===== src/rtl/prll_bs_drvr_endpoint.sv =====
// rtl/prll_bs_drvr_endpoint.sv - driver-side bus endpoint: TX FIFO drained by arbiter, ID-filtered RX FIFO
// Contains the shared first-word-fall-through FIFO and the endpoint top.

module prll_bs_drvr_endpoint_fifo #(
  parameter int WIDTH = 32,
  parameter int DEPTH = 8,
  parameter int CW    = 4
) (
  input  logic             clk,
  input  logic             reset,
  input  logic             wr_en,
  input  logic [WIDTH-1:0] wr_data,
  input  logic             rd_en,
  output logic [WIDTH-1:0] head,
  output logic             not_empty,
  output logic             full,
  output logic [CW-1:0]    count,
  output logic             ovf
);

  localparam int AW = $clog2(DEPTH);
  localparam logic [CW-1:0] FULL_CNT = CW'(DEPTH);

  logic [WIDTH-1:0] mem [DEPTH];
  logic [AW-1:0]    wr_ptr;
  logic [AW-1:0]    rd_ptr;
  logic             do_rd;
  logic             do_wr;

  // A read frees a slot in the same cycle, so a full FIFO still accepts a write alongside it.
  assign do_rd     = rd_en && (count != '0);
  assign do_wr     = wr_en && ((count != FULL_CNT) || do_rd);
  assign not_empty = (count != '0);
  assign full      = (count == FULL_CNT);
  assign head      = not_empty ? mem[rd_ptr] : '0;

  always_ff @(posedge clk) begin
    if (do_wr) begin
      mem[wr_ptr] <= wr_data;
    end
  end

  always_ff @(posedge clk) begin
    if (reset) begin
      wr_ptr <= '0;
      rd_ptr <= '0;
      count  <= '0;
      ovf    <= 1'b0;
    end else begin
      if (do_wr) begin
        wr_ptr <= wr_ptr + AW'(1);
      end
      if (do_rd) begin
        rd_ptr <= rd_ptr + AW'(1);
      end
      if (do_wr && !do_rd) begin
        count <= count + CW'(1);
      end else if (do_rd && !do_wr) begin
        count <= count - CW'(1);
      end
      if (wr_en && !do_wr) begin
        ovf <= 1'b1;
      end
    end
  end

endmodule

module prll_bs_drvr_endpoint #(
  parameter int         bits      = 32,
  parameter int         depth     = 8,
  parameter logic [7:0] id        = 8'd0,
  parameter logic [7:0] broadcast = 8'hFF,
  localparam int        CW        = $clog2(depth + 1)
) (
  input  logic            clk,
  input  logic            reset,
  input  logic            tx_push,
  input  logic [bits-1:0] tx_data,
  output logic            tx_full,
  output logic [CW-1:0]   tx_count,
  output logic            tx_ovf,
  output logic            pndng,
  output logic [bits-1:0] D_pop,
  input  logic            pop,
  input  logic            push,
  input  logic [bits-1:0] D_push,
  output logic            rx_pndng,
  output logic [bits-1:0] rx_data,
  input  logic            rx_pop,
  output logic [CW-1:0]   rx_count,
  output logic            rx_ovf,
  output logic [15:0]     rx_filt_cnt
);

  logic [7:0] rx_dest;
  logic       rx_accept;
  logic       rx_full;

  assign rx_dest   = D_push[bits-1:bits-8];
  assign rx_accept = push && ((rx_dest == id) || (rx_dest == broadcast));

  prll_bs_drvr_endpoint_fifo #(
    .WIDTH (bits),
    .DEPTH (depth),
    .CW    (CW)
  ) u_tx_fifo (
    .clk       (clk),
    .reset     (reset),
    .wr_en     (tx_push),
    .wr_data   (tx_data),
    .rd_en     (pop),
    .head      (D_pop),
    .not_empty (pndng),
    .full      (tx_full),
    .count     (tx_count),
    .ovf       (tx_ovf)
  );

  prll_bs_drvr_endpoint_fifo #(
    .WIDTH (bits),
    .DEPTH (depth),
    .CW    (CW)
  ) u_rx_fifo (
    .clk       (clk),
    .reset     (reset),
    .wr_en     (rx_accept),
    .wr_data   (D_push),
    .rd_en     (rx_pop),
    .head      (rx_data),
    .not_empty (rx_pndng),
    .full      (rx_full),
    .count     (rx_count),
    .ovf       (rx_ovf)
  );

  // Filter drops are counted, not stored; the counter sticks at its maximum.
  always_ff @(posedge clk) begin
    if (reset) begin
      rx_filt_cnt <= '0;
    end else if (push && !rx_accept && (rx_filt_cnt != 16'hFFFF)) begin
      rx_filt_cnt <= rx_filt_cnt + 16'd1;
    end
  end

endmodule

===== config.mk =====
export PLATFORM = sky130hd
export DESIGN_NAME = prll_bs_drvr_endpoint
export DESIGN_NICKNAME = d
export VERILOG_FILES = /design/src/rtl/prll_bs_drvr_endpoint.sv
export SDC_FILE = /design/constraint.sdc
export NUM_CORES = 1
export LEC_CHECK = 0
export BUFFER_PORTS_ARGS = -buffer_cell sky130_fd_sc_hd__buf_2
export CORE_ASPECT_RATIO = 1.75
export CORE_MARGIN = 2
export CORE_UTILIZATION = 50
export DETAILED_ROUTE_END_ITERATION = 10
export PLACE_DENSITY = 0.76
export RECOVER_POWER = 50
export SLEW_MARGIN = 0
export SYNTH_ARGS = -nofsm -noshare
export SYNTH_HDL_FRONTEND = slang
export SYNTH_SLANG_ARGS = --single-unit

===== constraint.sdc =====
create_clock -name clk -period 16.2 [get_ports clk]
set_input_delay 1.62 -clock clk [delete_from_list [all_inputs] [get_ports clk]]
set_output_delay 1.62 -clock clk [all_outputs]
set_load 0.03 [all_outputs]

==> results.py, run 1 <==
metrics = {
    "global_routing": {
        "grt_usage_pct": 19.3,
        "grt.met2_usage_pct": 36.3,
        "met3_usage_pct": 3.45,
        "grt_remaining_overflow": 0,
        "pin_count_of_the_biggest_net_entering_global_routing": 65,
        "grt_most_used_layer": "met2",
        "grt_first_pass_wirelength_um": 66000,
        "number_of_antenna_violations_at_the_first_check_in_global_routing": 1,
        "grt_util_met1_pct": 22.5,
        "grt_pass1_vias": 11400,
    },
    "setup_path": {
        "destination_of_the_critical_timing_path": "rx_data[19]",
        "reg2reg_from": "u_tx_fifo.count[0]$_SDFFE_PP0P_",
        "rr_worst_depth": 5,
        "cp-end-kind": "output port",
        "reg2reg_to": "u_tx_fifo.mem[5][9]$_DFFE_PP_",
        "critical_path.startpoint_type": "register",
        "worstPathMaxFanout": 36,
        "crit_required_ps": 14580,
        "worst-r2r-setup-slack_ps": 12570,
        "timing.critical_path.arrival_ps": 3040,
        "criticalPathCategory": "register to output port",
    },
    "die": {
        "die_w_um": 161,
        "pin_count": 163,
        "fp.dieH_um": 279,
        "placementRows": 100,
        "floorplan.core_area_um2": 42700,
        "floorplan.die_area_um2": 45000,
        "initial_utilization_pct": 50.7,
    },
    "layout": {
        "flow.area_growth_from_synthesis_pct": 14.2,
        "final_nets": 1340,
        "stdcell_count": 1856,
        "finish.instance_area_um2": 24700,
        "n_fill_cell": 3081,
        "mostFrequentLayoutCell": "sky130_fd_sc_hd__edfxtp_1",
        "multi_input_comb_area_um2": 5190,
        "layout.cells.most_common_list": "512 x sky130_fd_sc_hd__edfxtp_1, 128 x sky130_fd_sc_hd__mux4_2, 92 x sky130_fd_sc_hd__nor2_1, 92 x sky130_fd_sc_hd__buf_2, 80 x sky130_fd_sc_hd__clkbuf_1",
        "post-route-util_pct": 57.9,
        "layout_cell_share_with_drive_strength_beyond_1_pct": 27.2,
        "ff_latch_area_um2": 16300,
    },
    "logic_synthesis": {
        "syn_area_um2": 21600,
        "yosysUniqueCellTypes": 50,
        "syn_nets": 1153,
        "ys_seq_area_share_pct": 75.1,
        "synth_top_flop_cell": "sky130_fd_sc_hd__edfxtp_1",
        "async_flop_share_pct": 0,
        "seq_cells_post_synth": 556,
        "synth_enable_flop_cells": 512,
        "syn_area_per_cell_um2": 20.2,
        "postSynthCellCount": 1070,
        "yosys_warnings": 0,
    },
    "sta": {
        "report.final.slew_viol_count": 109,
        "slew_headroom_pct": -59.1,
        "grt_setup_unrepaired": "false",
        "final_period_minus_worst_setup_slack_ps": 4660,
        "report.final.setup_viol": 0,
        "finalCritPeriodShare_pct": 28.8,
        "tightestPinTransition_ps": 2390,
        "tns_ps": 0,
        "hold_slack_ps": 478,
        "max_clock_freq_mhz": 215,
        "hold_viol": 0,
        "setup_ws_ps": 11540,
        "finClkSkew_ps": 21.6,
    },
    "placement": {
        "inst_count_dp": 1768,
        "globalplace.congestion": 0.761,
        "placed_area_um2": 23200,
        "detailedPlacementHpwl_um": 25100,
        "numPortBuffers": 162,
        "detailedPlace.worstSlack_ps": 11530,
    },
    "route": {
        "avgRoutedWirePerCell_um": 23.2,
        "drt_first_iter_violations": 720,
        "detailedRoute.firstPassIterationCount": 5,
        "vias_per_cell": 5.81,
        "antenna_left": 0,
        "drc": 0,
        "route.vias.total": 10800,
        "routed_wl_um": 43100,
    },
    "pwr": {
        "fin_total_pwr_mw": 3.77,
        "power.ir.vdd_worst_mv": 0.134,
        "leakagePower_nw": 7.81,
        "cellPowerDensity_nw_per_um2": 153,
    },
    "cts": {
        "cts_setup_buffers": 0,
        "h-tree-depth": 2,
        "cts_repair_resize_count": 0,
        "cts_sinks": 556,
        "ctsHoldBuffers": 0,
        "clk_pin_slew_worst_paths_ps": 60,
        "clock_root_cell": "sky130_fd_sc_hd__clkbuf_16",
        "cts.path.max_buffers": 3,
        "clkLatencyLatePin_ps": 570,
        "cts_inserted_buffers": 48,
        "tritoncts": "yes",
    },
    "flow_run": {
        "timing.max_cap.violations": 3,
    },
    "status": {
        "outcome": "finished with violations",
        "violations_in_the_final_reports": "max-capacitance violations, max-slew violations",
    },
    "worst_hold_path": {
        "hold_path_class": "register to register",
    },
}
## where the power goes
group          switching [mW]  total [mW]  internal (mW)  leakage (nW)
sequential             0.0481        1.66           1.61          4.99
combinational           0.603       0.958          0.354          2.04
clock                   0.490        1.16          0.669         0.778
total                    1.14        3.77           2.63          7.81
## worst min-delay path by stage
| stage | to | start | cells after the start |
|---|---|---|---|
| final | u_tx_fifo.ovf$_SDFFE_PP0P_ | u_tx_fifo.ovf$_SDFFE_PP0P_ | 2 |
| after global routing | u_tx_fifo.ovf$_SDFFE_PP0P_ | u_tx_fifo.ovf$_SDFFE_PP0P_ | 2 |
| after CTS | u_tx_fifo.ovf$_SDFFE_PP0P_ | u_tx_fifo.ovf$_SDFFE_PP0P_ | 2 |
| after detailed placement | u_tx_fifo.ovf$_SDFFE_PP0P_ | u_tx_fifo.ovf$_SDFFE_PP0P_ | 2 |
| after global placement | u_rx_fifo.ovf$_SDFFE_PP0P_ | u_rx_fifo.ovf$_SDFFE_PP0P_ | 2 |
| after floorplan | register | u_tx_fifo.rd_ptr[1]$_SDFFE_PP0N_ | 2 |
## per-layer routing
layer,part of all wire [%],up-vias
met5,0,-
met4,2.5,0
met3,6.5,61
met2,56,390
met1,35,5612
li1,-,4714
## flip-flops by register name (all words and copies together) (netlist names), named ones only
register and count:
u_tx_fifo.ovf 1, u_rx_fifo.mem 256, u_rx_fifo.ovf 1, u_tx_fifo.count 4
rx_filt_cnt 16, u_tx_fifo.mem 256, u_rx_fifo.rd_ptr 3, u_tx_fifo.rd_ptr 3
u_tx_fifo.wr_ptr 3, u_rx_fifo.wr_ptr 3, u_rx_fifo.count 4
## critical path, stage by stage, from the launching register on
cell                      delay (ps)
sky130_fd_sc_hd__dfxtp_4         720
sky130_fd_sc_hd__buf_4           670
sky130_fd_sc_hd__mux4_2          640
sky130_fd_sc_hd__mux2i_1         180
sky130_fd_sc_hd__nor2_1           60
sky130_fd_sc_hd__buf_2           190
## Yosys cell counts, types with 7 or more instances
cell type / number / area (µm²)
sky130_fd_sc_hd__buf_4: 14 / 105
sky130_fd_sc_hd__nand3_1: 12 / 60.1
sky130_fd_sc_hd__mux4_2: 128 / 2880
sky130_fd_sc_hd__mux2i_1: 69 / 691
sky130_fd_sc_hd__nand2_1: 19 / 71.3
sky130_fd_sc_hd__nor2_1: 98 / 368
sky130_fd_sc_hd__dfxtp_1: 44 / 881
sky130_fd_sc_hd__xor2_1: 7 / 61.3
sky130_fd_sc_hd__inv_1: 8 / 30.0
sky130_fd_sc_hd__edfxtp_1: 512 / 15400
sky130_fd_sc_hd__a21oi_1: 20 / 100
sky130_fd_sc_hd__ha_1: 11 / 138
sky130_fd_sc_hd__clkbuf_1: 24 / 90.1
sky130_fd_sc_hd__buf_2: 10 / 50.1
## layout make-up
| class | count | area share (%) |
|---|---|---|
| Inverter | 11 | 0.167 |
| Antenna cell | 1 | 0.0101 |
| Clock inverter | 29 | 1.40 |
| Tap cell | 561 | 2.84 |
| Multi-Input combinational cell | 454 | 21.0 |
| Clock buffer | 58 | 5.09 |
| Timing Repair Buffer | 186 | 3.63 |
| Sequential cell | 556 | 65.8 |
## cells by family (layout without fill, tap and decap cells)
group	Yosys count	in the layout	share of synthesized area, %
DFF	556	556	75.1
muxes	201	201	16.7
and+or+nand+nor	187	187	4.34
buffers and inverters	60	284	1.34
AOI/OAI and AO/OA	42	42	1.19
adders and majority gates	13	13	0.821
xor gates and xnor gates	11	11	0.445
other	0	1	0
(Power assumes the default switching activity.)
==> inputs of run 2 (changes only) <==
--- a/config.mk
+++ b/config.mk
@@ -5,12 +5,13 @@
 export SDC_FILE = /design/constraint.sdc
 export NUM_CORES = 1
 export LEC_CHECK = 0
+export ABC_AREA = 1
 export BUFFER_PORTS_ARGS = -buffer_cell sky130_fd_sc_hd__buf_2
 export CORE_ASPECT_RATIO = 1.75
 export CORE_MARGIN = 2
 export CORE_UTILIZATION = 50
 export DETAILED_ROUTE_END_ITERATION = 10
-export PLACE_DENSITY = 0.76
+export PLACE_DENSITY = 0.79
 export RECOVER_POWER = 50
 export SLEW_MARGIN = 0
 export SYNTH_ARGS = -nofsm -noshare
==> constraint.sdc (replaced) <==
create_clock -name clk -period 3.9 [get_ports clk]
set_input_delay 0.39 -clock clk [delete_from_list [all_inputs] [get_ports clk]]
set_output_delay 0.39 -clock clk [all_outputs]
set_load 0.03 [all_outputs]
==> results.py, run 2 <==
metrics = {
    "global_routing": {
        "pin_count_of_the_biggest_net_entering_global_routing": 85,
        "grt_pass1_vias": 15100,
        "grt_remaining_overflow": 0,
        "number_of_antenna_violations_at_the_first_check_in_global_routing": 4,
        "grt_usage_pct": 21.8,
        "grt_first_pass_wirelength_um": 79900,
    },
    "sta": {
        "report.final.slew_viol_count": 0,
        "grt_setup_unrepaired": "false",
        "report.final.setup_viol": 0,
        "hold_viol": 0,
        "max_clock_freq_mhz": 321,
        "finClkSkew_ps": 23.9,
        "finalCritPeriodShare_pct": 79.8,
        "tns_ps": 0,
        "final_period_minus_worst_setup_slack_ps": 3110,
        "slew_headroom_pct": 23.7,
        "tightestPinTransition_ps": 1140,
    },
    "die": {
        "initial_utilization_pct": 50.4,
        "fp.dieH_um": 286,
        "die_w_um": 165,
        "pin_count": 163,
        "placementRows": 103,
        "floorplan.die_area_um2": 47100,
        "floorplan.core_area_um2": 45000,
    },
    "status": {
        "outcome": "complete, no violations",
    },
    "cts": {
        "h-tree-depth": 2,
        "tritoncts": "yes",
        "cts_sinks": 556,
        "clock_root_cell": "sky130_fd_sc_hd__clkbuf_16",
        "cts_repair_resize_count": 0,
        "clkLatencyLatePin_ps": 590,
        "cts.path.max_buffers": 3,
        "cts_setup_buffers": 0,
        "clk_pin_slew_worst_paths_ps": 70,
        "ctsHoldBuffers": 0,
        "cts_inserted_buffers": 47,
    },
    "layout": {
        "biggest_regs": "u_rx_fifo.mem (256), u_tx_fifo.mem (256), rx_filt_cnt (16)",
        "layout_cell_share_with_drive_strength_beyond_1_pct": 10.7,
        "final_nets": 2204,
        "flow.area_growth_from_synthesis_pct": 12.3,
        "stdcell_count": 2737,
        "n_fill_cell": 3509,
        "mostFrequentLayoutCell": "sky130_fd_sc_hd__nor2_1",
        "layout.cells.most_common_list": "569 x sky130_fd_sc_hd__nor2_1, 512 x sky130_fd_sc_hd__edfxtp_1, 248 x sky130_fd_sc_hd__o21ai_1",
    },
    "route": {
        "antenna_left": 0,
        "detailedRoute.firstPassIterationCount": 5,
        "route.vias.total": 15300,
        "drt_first_iter_violations": 1545,
        "drc": 0,
        "routed_wl_um": 52000,
        "vias_per_cell": 5.59,
        "avgRoutedWirePerCell_um": 19.0,
    },
    "setup_path": {
        "worst-r2r-setup-slack_ps": 1420,
        "path_cells": "buf_4 > o21ai_0 > o21ai_1 > o21ai_0 > nor2_1 > buf_2",
        "reg2reg_to": "u_tx_fifo.mem[5][2]$_DFFE_PP_",
        "critical_path.max_stage_delay_ps": 770,
        "reg2reg_from": "u_tx_fifo.count[0]$_SDFFE_PP0P_",
        "timing.critical_path.mode_cell": "sky130_fd_sc_hd__o21ai_0",
        "critical_path.startpoint_type": "register",
        "rr_worst_depth": 7,
        "cp.buffers_inverters": 2,
        "top_delay_family_on_crit_path": "flip-flops",
        "path_depth": 6,
        "cp-end-kind": "output port",
        "crit_required_ps": 3510,
        "timing.critical_path.arrival_ps": 2720,
        "destination_of_the_critical_timing_path": "D_pop[13]",
        "criticalPathCategory": "register to output port",
        "worstPathMaxFanout": 66,
        "master_of_the_slowest_instance_on_the_critical_path": "sky130_fd_sc_hd__dfxtp_4",
    },
    "logic_synthesis": {
        "postSynthCellCount": 1981,
        "yosysUniqueCellTypes": 31,
        "seq_cells_post_synth": 556,
        "leading_post_synthesis_cells_by_cell_area": "sky130_fd_sc_hd__edfxtp_1 68%, sky130_fd_sc_hd__nor2_1 9.6%, sky130_fd_sc_hd__o21ai_1 5.5%, sky130_fd_sc_hd__o21ai_0 4.7%, sky130_fd_sc_hd__dfxtp_1 3.9%",
        "async_flop_share_pct": 0,
        "synth_top_cell_area_share_pct": 67.8,
        "synth.cells.most_frequent": "582 x sky130_fd_sc_hd__nor2_1, 512 x sky130_fd_sc_hd__edfxtp_1, 250 x sky130_fd_sc_hd__o21ai_1",
        "syn_area_per_cell_um2": 11.4,
        "synth_enable_flop_cells": 512,
        "syn_area_um2": 22700,
        "syn_nets": 2064,
        "ys_seq_area_share_pct": 71.7,
        "synth_top_flop_cell": "sky130_fd_sc_hd__edfxtp_1",
        "synth_top_area_cell": "sky130_fd_sc_hd__edfxtp_1",
        "yosys_warnings": 0,
        "yosysMostFrequentCell": "sky130_fd_sc_hd__nor2_1",
    },
    "placement": {
        "numPortBuffers": 162,
        "detailedPlacementHpwl_um": 31200,
        "globalplace.congestion": 0.830,
        "inst_count_dp": 2649,
    },
    "flow_run": {
        "timing.max_cap.violations": 0,
    },
    "pwr": {
        "cellPowerDensity_nw_per_um2": 674,
        "power.ir.vdd_worst_mv": 0.652,
        "leakagePower_nw": 8.84,
    },
    "worst_hold_path": {
        "hold_path_class": "input port to register",
        "timing.hold.worst.start": "tx_push",
    },
}
run 2: cell count changes after synthesis, sizes merged, moves of 6 or more:
cell | before | now
inv | 11 | 61
nand2 | 19 | 113
mux2i | 69 | 0
o31ai | 6 | 0
xor2 | 7 | 14
nor4 | 8 | 1
buf | 25 | 42
nor2 | 98 | 604
mux4 | 128 | 0
o21ai | 6 | 461
or4 | 7 | 0
or3 | 6 | 0
clkbuf | 24 | 68
run 2: how the worst min path moves through the flow:
stage | end | cells after the start
floorplan | register | 2
global placement | u_tx_fifo.ovf$_SDFFE_PP0P_ | 2
detailed placement | u_tx_fifo.ovf$_SDFFE_PP0P_ | 2
CTS | u_tx_fifo.mem[4][10]$_DFFE_PP_ | 1
global route | u_tx_fifo.ovf$_SDFFE_PP0P_ | 3
finish | u_tx_fifo.ovf$_SDFFE_PP0P_ | 3
run 2: through the flow:
step | instance area, µm² | utilization, % | total power, mW | hold WS [ps] | setup WS [ps]
floorplan | 22700 | - | 11.1 | 433 | 993
global placement | 24100 | 53.6 | 12.6 | 437 | 1400
detailed placement | 24100 | 53.6 | 12.8 | 437 | 1310
CTS | 25600 | 56.9 | 17.3 | 45.1 | 783
global route | 25500 | 56.6 | 18.1 | 110 | 645
finish | 25500 | 56.6 | 17.2 | 113 | 788
run 2: worst register-to-register path: cells and delay by family, from the launching register on:
kind          cells  cell delay, ps
buf+inv           2            1030
simple gates      5             580
flops             1             470
run 2: per-layer routing:
layer / GRT usage, % / wire, µm / vias to the layer above
met5: 0 / 0 / -
met4: 9.30 / 1740 / 0
met3: 3.93 / 3150 / 99
met2: 41.8 / 28600 / 561
met1: 22.9 / 18500 / 7472
li1: - / - / 7176
run 2: cells by family (layout without fill, tap and decap cells):
group                    Yosys count  after routing  synth area share (%)
buffers and inverters            172            347                  3.39
flip-flops                       556            556                  71.7
adder cells (fa/ha/maj)           13             13                 0.783
AO/OA/AOI/OAI                    479            479                  10.6
AND/OR/NAND/NOR                  746            746                  13.0
XOR/XNOR                          15             15                 0.579
other                              0              4                     0
run 2: where the power goes:
part	total (mW)	internal (mW)	switching (mW)
Clock	4.51	2.43	2.08
Combinational	5.71	1.56	4.15
Sequential	6.95	6.71	0.242
Total	17.2	10.7	6.47
run 2: area by class of cell:
| cell class | instances | area [µm²] | area share [%] |
|---|---|---|---|
| sequential | 556 | 16300 | 63.9 |
| multi-input combinational | 1253 | 5750 | 22.6 |
| clock buffer | 51 | 1190 | 4.68 |
| timing repair buffer | 201 | 1010 | 3.97 |
| tap | 577 | 722 | 2.83 |
| clock inverter | 33 | 288 | 1.13 |
| inverter | 62 | 235 | 0.923 |
| antenna | 4 | 10.0 | 0.0393 |
==> inputs of run 3 (changes only) <==
==> constraint.sdc (replaced) <==
create_clock -name clk -period 2.6 [get_ports clk]
set_input_delay 0.26 -clock clk [delete_from_list [all_inputs] [get_ports clk]]
set_output_delay 0.26 -clock clk [all_outputs]
set_load 0.03 [all_outputs]
==> results.py, run 3 (synthesis gave the netlist of run 2 again) <==
metrics = {
    "pwr": {
        "clockPowerShare_pct": 24.8,
        "cellPowerDensity_nw_per_um2": 987,
        "power.internal_mw": 16.2,
        "sequential_group_share_of_total_power_pct": 39.6,
        "power.switching_fraction_pct": 38.1,
        "power.ir.vdd_worst_mv": 0.814,
        "netSwitchingPower_mw": 9.99,
        "power_frac_comb_pct": 35.6,
        "leakagePower_nw": 9.26,
        "fin_total_pwr_mw": 26.2,
    },
    "setup_path": {
        "cp-end-kind": "output port",
        "worstPathMaxFanout": 18,
        "top_delay_family_on_crit_path": "buffers and inverters",
        "crit_required_ps": 2340,
        "criticalPathCategory": "register to output port",
        "cp.buffers_inverters": 3,
        "path_cells": "nor2_1 > nand2_1 > buf_6 > buf_6 > o21ai_0 > nor2_1 > buf_2",
        "worst-r2r-setup-slack_ps": 200,
        "critical_path.max_stage_delay_ps": 430,
        "master_of_the_slowest_instance_on_the_critical_path": "sky130_fd_sc_hd__dfxtp_1",
        "timing.critical_path.arrival_ps": 2250,
        "critical_path.startpoint_type": "register",
    },
    "sta": {
        "tightestPinTransition_ps": 1110,
        "setup_ws_ps": 91.3,
        "max_clock_freq_mhz": 399,
        "finClkSkew_ps": 30.3,
        "hold_viol": 0,
        "finalCritPeriodShare_pct": 96.5,
        "report.final.slew_viol_count": 0,
        "final_period_minus_worst_setup_slack_ps": 2510,
        "report.final.setup_viol": 0,
        "grt_setup_unrepaired": "true",
        "slew_headroom_pct": 26.0,
    },
    "route": {
        "drc": 0,
        "drt_first_iter_violations": 1612,
        "antenna_left": 0,
        "detailedRoute.firstPassIterationCount": 5,
        "avgRoutedWirePerCell_um": 19.7,
        "vias_per_cell": 5.65,
        "route.vias.total": 15900,
        "routed_wl_um": 55600,
    },
    "layout": {
        "n_fill_cell": 3431,
        "multi_input_comb_area_um2": 5760,
        "post-route-util_pct": 59.1,
        "mostFrequentLayoutCell": "sky130_fd_sc_hd__nor2_1",
        "flow.area_growth_from_synthesis_pct": 17.2,
        "biggest_regs": "u_rx_fifo.mem (256), u_tx_fifo.mem (256), rx_filt_cnt (16)",
        "layout_cell_share_with_drive_strength_beyond_1_pct": 11.1,
        "layout.cells.most_common_list": "566 x sky130_fd_sc_hd__nor2_1, 512 x sky130_fd_sc_hd__edfxtp_1, 248 x sky130_fd_sc_hd__o21ai_1",
        "final_nets": 2282,
        "ff_latch_area_um2": 16300,
    },
    "placement": {
        "detailedPlacementHpwl_um": 31000,
        "globalplace.congestion": 0.850,
        "numPortBuffers": 162,
        "detailedPlace.worstSlack_ps": 50.1,
    },
    "global_routing": {
        "grt_remaining_overflow": 0,
        "grt_usage_pct": 23.0,
        "grt_pass1_vias": 16000,
        "pin_count_of_the_biggest_net_entering_global_routing": 69,
        "grt_first_pass_wirelength_um": 84200,
        "number_of_antenna_violations_at_the_first_check_in_global_routing": 3,
    },
    "cts": {
        "clock_root_cell": "sky130_fd_sc_hd__clkbuf_16",
        "h-tree-depth": 2,
        "clkLatencyLatePin_ps": 580,
        "clk_pin_slew_worst_paths_ps": 60,
        "tritoncts": "yes",
        "cts.path.max_buffers": 3,
        "cts_inserted_buffers": 47,
        "cts_sinks": 556,
    },
    "die": {
        "floorplan.core_area_um2": 45000,
        "placementRows": 103,
        "initial_utilization_pct": 50.4,
        "fp.dieH_um": 286,
        "die_w_um": 165,
        "floorplan.die_area_um2": 47100,
        "pin_count": 163,
    },
    "worst_hold_path": {
        "hold_path_class": "input port to register",
    },
    "status": {
        "outcome": "complete, no violations",
    },
    "flow_run": {
        "timing.max_cap.violations": 0,
    },
}
## run 3: cell types whose count changed in the layout (fill, tap and decap cells not counted), sizes merged
cell | previous run | this run
inv | 61 | 64
diode | 4 | 3
clkinv | 29 | 23
clkinvlp | 2 | 3
buf | 109 | 125
bufinv | 3 | 0
dlygate4sd3 | 0 | 64
clkbuf | 143 | 149
## run 3: stage by stage
stage	cell area [µm²]	TNS, ps	hold WS, ps	instances
after floorplan	22700	-77040	359	1981
after global placement	24500	0	436	2655
after detailed placement	24500	0	448	2655
after CTS	26600	0	5.31	2808
after global routing	26600	-107	59.4	2817
final	26600	0	49.8	2817
## run 3: worst paths after layout
check	from	cells after the start	end
max reg2reg	u_tx_fifo.count[1]$_SDFFE_PP0P_	7	u_tx_fifo.mem[7][9]$_DFFE_PP_
max	u_rx_fifo.count[1]$_SDFFE_PP0P_	7	rx_data[9]
min reg2reg	u_rx_fifo.ovf$_SDFFE_PP0P_	2	u_rx_fifo.ovf$_SDFFE_PP0P_
min	pop	3	register
## run 3: routing by layer
| layer | part of all wire [%] | track usage [%] | wire, µm |
|---|---|---|---|
| met1 | 34 | 24.8 | 19100 |
| met4 | 4.6 | 11.6 | 2560 |
| met2 | 54 | 42.8 | 30200 |
| met5 | 0 | 0 | 0 |
| met3 | 6.9 | 3.45 | 3820 |
## run 3: cell type report
class	instances	share of cell area, %
flip-flops and latches	556	61.2
multi-input cells	1253	21.7
repair buffers	279	8.08
clock buffers	59	4.60
well taps	577	2.72
inverters	62	0.932
clock inverters	28	0.725
diodes	3	0.0282
## run 3: power groups by stage
stage          clock, mW  sequential, mW  combinational, mW
2_1_floorplan          0            10.5               6.07
3_3_place_gp           0            10.6               8.52
3_5_place_dp           0            10.6               8.79
4_1_cts             6.61            10.4               9.06
5_1_grt             6.94            10.4               10.2
6_report            6.50            10.4               9.35
## run 3: repair_timing
item | 4_1_cts | 5_1_grt
setup endpoints to repair | 42 | 45
pin swaps | 0 | 2
setup buffers | 1 | 4
gates resized for setup | 5 | 16
hold buffers | 64 | 0
endpoints found under the hold margin | 498 | 0
cloned | 1 | 2
## run 3: worst register-to-register path, stage by stage, from the launching register on
cell                       delay, ps
sky130_fd_sc_hd__dfxtp_1         450
sky130_fd_sc_hd__nor2_1          100
sky130_fd_sc_hd__nand4_1          80
sky130_fd_sc_hd__nand2_1         130
sky130_fd_sc_hd__nor2_1          130
sky130_fd_sc_hd__inv_1           170
sky130_fd_sc_hd__nor2_4          110
sky130_fd_sc_hd__clkbuf_2        830
